File: src/rtl/gray_burst_ctrl.sv
// Burst sequencer that streams consecutive Gray codes of a binary count
// over a valid/ready interface, with abort and one-cycle completion pulse.
module gray_burst_ctrl #(
    parameter int N     = 8,
    parameter int LEN_W = 8
) (
    input  logic             clk,
    input  logic             rst,
    input  logic             cmd_valid,
    output logic             cmd_ready,
    input  logic [N-1:0]     cmd_start,
    input  logic [LEN_W-1:0] cmd_len,
    input  logic             cmd_dir,
    input  logic             abort,
    output logic             out_valid,
    input  logic             out_ready,
    output logic [N-1:0]     gray_code,
    output logic             out_last,
    output logic             busy,
    output logic             done
);

    typedef enum logic [1:0] {
        IDLE,
        RUN,
        DONE
    } state_t;

    localparam logic [N-1:0]     BIN_ONE = N'(1);
    localparam logic [LEN_W-1:0] LEN_ONE = LEN_W'(1);

    state_t           state;
    state_t           state_nxt;
    logic [N-1:0]     bin_cnt;
    logic [N-1:0]     bin_nxt;
    logic [LEN_W-1:0] remaining;
    logic [LEN_W-1:0] rem_nxt;
    logic             dir;
    logic             dir_nxt;
    logic             is_last;

    // Next-state, datapath update and registered-state decoded outputs.
    always_comb begin
        state_nxt = state;
        bin_nxt   = bin_cnt;
        rem_nxt   = remaining;
        dir_nxt   = dir;
        cmd_ready = 1'b0;
        out_valid = 1'b0;
        out_last  = 1'b0;
        done      = 1'b0;
        busy      = (state != IDLE);
        is_last   = (remaining == '0);
        unique case (state)
            IDLE: begin
                cmd_ready = 1'b1;
                if (cmd_valid) begin
                    state_nxt = RUN;
                    bin_nxt   = cmd_start;
                    rem_nxt   = cmd_len;
                    dir_nxt   = cmd_dir;
                end
            end
            RUN: begin
                out_valid = 1'b1;
                out_last  = is_last;
                if (out_ready && is_last) begin
                    // Completion wins over a coincident abort.
                    state_nxt = DONE;
                end else begin
                    if (out_ready) begin
                        bin_nxt = dir ? bin_cnt - BIN_ONE
                                      : bin_cnt + BIN_ONE;
                        rem_nxt = remaining - LEN_ONE;
                    end
                    if (abort) begin
                        state_nxt = IDLE;
                    end
                end
            end
            DONE: begin
                done      = 1'b1;
                state_nxt = IDLE;
            end
            default: begin
                state_nxt = IDLE;
            end
        endcase
    end

    // Gray code is formed from the count register, forced to zero when idle.
    assign gray_code = out_valid ? (bin_cnt ^ (bin_cnt >> 1)) : '0;

    // State and datapath registers with synchronous reset.
    always_ff @(posedge clk) begin
        if (rst) begin
            state     <= IDLE;
            bin_cnt   <= '0;
            remaining <= '0;
            dir       <= 1'b0;
        end else begin
            state     <= state_nxt;
            bin_cnt   <= bin_nxt;
            remaining <= rem_nxt;
            dir       <= dir_nxt;
        end
    end

endmodule
File: config.mk
export PLATFORM = sky130hd
export DESIGN_NAME = gray_burst_ctrl
export DESIGN_NICKNAME = d
export VERILOG_FILES = /design/src/rtl/gray_burst_ctrl.sv
export SDC_FILE = /design/constraint.sdc
export NUM_CORES = 1
export LEC_CHECK = 0
export ABC_AREA = 1
export CAP_MARGIN = 20
export CORE_ASPECT_RATIO = 0.7
export CORE_MARGIN = 2
export CORE_UTILIZATION = 54
export CTS_CLUSTER_DIAMETER = 120
export CTS_CLUSTER_SIZE = 30
export DETAILED_ROUTE_END_ITERATION = 16
export GPL_TIMING_DRIVEN = 0
export PLACE_DENSITY_LB_ADDON = 0.2
export SLEW_MARGIN = 20
export SYNTH_ARGS = -nofsm -noshare
export SYNTH_HDL_FRONTEND = slang
export SYNTH_SLANG_ARGS = --single-unit
File: constraint.sdc
create_clock -name clk -period 4.3 [get_ports clk]
set_input_delay 0.43 -clock clk [delete_from_list [all_inputs] [get_ports clk]]
set_output_delay 0.43 -clock clk [all_outputs]
set_load 0.05 [all_outputs]
# Yosys cells after proc, flatten, opt, wreduce, memory -nomap -nowiden
# Index checks and enable logic that the tools add are counted.
dict set report op_classes {
  n_addsub 3
  bitwise 1
  eq_ne 6
  muxes 18
  n_reduce_logical 8
}
# cell n
set ops {}
lappend ops {{$mux W8} 8}
lappend ops {{$pmux W8 S2} 2}
lappend ops {{$sub A8 B1 Y8 const B} 2}
lappend ops {{$add A8 B1 Y8 const B} 1}
lappend ops {{$logic_not A8 Y1} 1}
lappend ops {{$xor A8 B7 Y8} 1}
lappend ops {{$mux W2} 3}
lappend ops {{$ne A2 B2 Y1 const B} 3}
lappend ops {{$mux W1} 4}
lappend ops {{$pmux W2 S2} 1}
lappend ops {{$reduce_and A2 Y1} 2}
lappend ops {{$reduce_and A4 Y1} 1}
lappend ops {{$reduce_bool A2 Y1} 2}
lappend ops {{$ne A3 B3 Y1 const B} 1}
lappend ops {{$eq A2 B1 Y1 const B} 1}
lappend ops {{$eq A2 B2 Y1 const B} 1}
lappend ops {{$logic_not A2 Y1} 1}
lappend ops {{$logic_and A1 B1 Y1} 1}
dict set report totals {
  word_cells 40
  regBits 19
}

# Longest topological paths before layout
dict set report depth {
  word_depth 5
  mapped_depth 11
  depth_no_buf 11
}

# Least setup slack after synthesis
# No wires, ideal clock.
dict set report synth_timing {
  path_type {register -> output}
  from {reg remaining[0]}
  to {out out_last}
  path_stages_with_launch 5
  required_ns 3.870
  path_slack_ns 2.087
  t_arrival_ns 1.783
  path_cell_list {dfxtp_1 inv_1 ha_1 nand3_2 nor3_1}
}
dict set report synth_via {
  elab_chain_cells 2
}
# item line_no
set synth_rtl {}
lappend synth_rtl {{start: declaration} 36} ;# logic [LEN_W-1:0] remaining;
lappend synth_rtl {{start signal: assignment} 104} ;# remaining <= rem_nxt;
lappend synth_rtl {{$logic_not A8 Y1} 53} ;# is_last = (remaining == '0);
lappend synth_rtl {{$mux W1} 54} ;# unique case (state)
lappend synth_rtl {{end: declaration} 18} ;# output logic out_last,
# No other way between the ends.

# Worst setup path after layout
dict set report layout_timing {
  from {reg state[0]}
  to {out gray_code[0]}
}
dict set report layout_via {
  elab_chain_cells 3
}
# item line_no
set layout_rtl {}
lappend layout_rtl {{start: declaration} 32} ;# state_t state;
lappend layout_rtl {{start signal: assignment} 102} ;# state <= state_nxt;
lappend layout_rtl {{$eq A2 B1 Y1} 54}
lappend layout_rtl {{$mux W1} 54}
lappend layout_rtl {{$mux W8} 92} ;# assign gray_code = out_valid ? (bin_cnt ^ (bin_cnt >> 1)) : '0;
lappend layout_rtl {{end: declaration} 17} ;# output logic [N-1:0] gray_code,
# No other way between the ends.

==> flow_metrics.tcl <==
set metrics [dict create \
    holdBufCountCts 0 \
    setup_viol 0 \
    worst_slew_pin_slew_ns 0.649 \
    cts_setup_buffers 0 \
    area.sequential_um2 380 \
    final_area_um2 1960 \
    critical_path_class "flop to primary output" \
    die_area_um2 3290 \
    synth_seq_area_share_pct 24.8 \
    endpoint_kind "primary output" \
    internal_power_mw 0.375 \
    cts_max_level 1 \
    grt_pass1_wl_um 6390 \
    setup_slack_ns 1.61 \
    stdcell_count 313 \
    detail-route-antenna-nets 0 \
    num_vias 1565 \
    setup_tns_ns 0 \
    antenna_found_initial 0 \
    insertion_delay_ns 0.27 \
    cts_buffer_depth 2 \
    place_ws_ns 1.96 \
    relSlewSlack_pct 56.7 \
    synthesis.nets 270 \
    ioPinCount 35 \
    drc 0 \
    syn_inst 239 \
    numClockSinks 19 \
    nFillCells 241 \
    grt_pass1_vias 1416 \
    r2r-end "bin_cnt[6]" \
    peakVddDrop_v 0.000238 \
    crit_end "gray_code[0]" \
    rsz0062_at_grt "false" \
    crit_fanout 10 \
    worst_clock_skew_ns 0.00439 \
    synth_area_um2 1530 \
    rrSetupSlack_ns 2.47 \
    crit_arrival_ns 2.26 \
    placed_area_um2 1920 \
    portBuffers 34 \
    core_area_um2 2740 \
    fin_util_pct 71.6 \
    die_w_um 67.7 \
    grt_use_total_pct 26.1 \
    grt.overflow.total 0 \
    layout_common_cells "53 x nand2_1, 39 x nor2_1, 34 x clkdlybuf4s50_1, 24 x inv_1, 19 x dfxtp_1" \
    dp.cells 309 \
    synth_seq_cells 19 \
    mostFrequentLayoutCell "nand2_1" \
    cts-buffers-inserted 3 \
    swShare_pct 40.8 \
    grt_max_degree 11 \
    max_cap_violations 0 \
    fmax_ghz 0.372 \
    drive_gt1_share_pct 12.6 \
    multi_input_area_um2 995 \
    worstPathRequired_ns 3.87 \
    clk_pin_slew_ns 0.07 \
    hold_viol 0 \
    die_h_um 48.6 \
    antenna_cells 0 \
    yosysWarnings 0 \
    crit_start "state[0]" \
    cts_tree "yes" \
    place.gp.congestion 0.880 \
    drtPass1Iterations 4 \
    pwr-share-clk_pct 20.8 \
    r2r-start "dir" \
    fin_crit_ns 2.69 \
    status "complete, no violations" \
    slew_violations 0 \
    routed_wl_um 3950 \
    num_rows 16 \
    post_cts_resized 0 \
    p_comb_share_pct 45.0 \
    drt_iter0_markers 104 \
    share_seq_of_total_power_pct 34.2 \
    routed_via_density 5.00 \
    power.switching_mw 0.259 \
    avgSynthCellArea_um2 6.42 \
    wire_per_inst_um 12.6 \
    start_util_pct 55.9 \
    cts_root_buf "clkbuf_8" \
    fin_crit_sh_pct 62.5 \
    worstSetupStartpointType "flop" \
    area_growth_pct 28.1 \
    power.leakage_nw 0.878 \
    holdCritPathClass "flop to flop" \
    yosys.cell_types.count 30 \
    final_nets 309 \
    dp_hpwl_um 2970 \
    power.density_nw_per_um2 323 \
    r2r.worst_path.cells 10 \
]
-- sequential cells by signal (all words and copies together), names as in the netlist --
register   flops
bin_cnt        8
dir            1
remaining      8
state          2
-- final cells by class --
cell class	count	area share [%]
multi-input combinational	186	50.6
timing repair buffer	34	17.3
clock buffer	4	2.29
sequential	19	19.4
inverter	27	5.22
tap	36	2.29
buffer	7	2.87
-- power by group through the flow --
stage | logic, mW | clock network [mW] | registers (mW)
global placement | 0.275 | 0 | 0.220
detailed placement | 0.281 | 0 | 0.221
CTS | 0.283 | 0.129 | 0.217
floorplan | 0.206 | 0 | 0.215
finish | 0.285 | 0.132 | 0.217
global route | 0.316 | 0.136 | 0.220
-- synthesized netlist by cell type (all sizes together) --
| cell | count | area share [%] |
|---|---|---|
| a21oi | 21 | 8.8 |
| nor3 | 1 | 0.33 |
| buf | 5 | 3.2 |
| dfxtp | 19 | 25 |
| o21ai | 19 | 6.4 |
| nand2 | 61 | 17 |
| nor2 | 42 | 11 |
| a31oi | 1 | 0.41 |
| clkinv | 1 | 0.33 |
| inv | 26 | 6.4 |
| clkbuf | 2 | 0.49 |
| nand4 | 1 | 0.41 |
| xnor2 | 6 | 3.4 |
| nand3 | 19 | 6.9 |
| or2 | 3 | 1.2 |
| ha | 8 | 6.5 |
| nand3b | 3 | 1.5 |
| fa | 1 | 1.3 |
-- routing by layer --
| metal | part of all wire, % | track usage (%) |
|---|---|---|
| met1 | 47 | 34.8 |
| met5 | 0 | 0 |
| met4 | 0.86 | 6.12 |
| met3 | 9.1 | 8.60 |
| met2 | 43 | 40.7 |
-- worst min path at each step --
stage	start	to	cells past startpoint
6_report	remaining[4]	remaining[4]	2
3_3_place_gp	remaining[4]	remaining[4]	2
4_1_cts	remaining[4]	remaining[4]	2
5_1_grt	remaining[4]	remaining[4]	2
2_1_floorplan	remaining[4]	remaining[4]	2
3_5_place_dp	remaining[4]	remaining[4]	2
-- per-stage QoR --
stage	hold slack, ns	total power [mW]
floorplan	0.448	0.421
finish	0.494	0.634
detailed placement	0.477	0.502
global placement	0.477	0.496
global route	0.519	0.671
CTS	0.492	0.629
-- cell families after synthesis --
logic type | synth area share, %
AO/OA/AOI/OAI | 15.7
XOR/XNOR | 3.43
adder cells (fa/ha/maj) | 7.83
buffers and inverters | 10.4
flip-flops | 24.8
AND/OR/NAND/NOR | 37.9
-- critical path: stages (launching register included) --
cell	delay [ns]
dfxtp_1	0.38
nand2_2	0.13
clkinv_2	0.11
buf_2	0.24
o21ai_0	0.11
a21oi_1	0.18
clkdlybuf4s50_1	0.84
No activity file was read; power rests on OpenSTA's default activity.
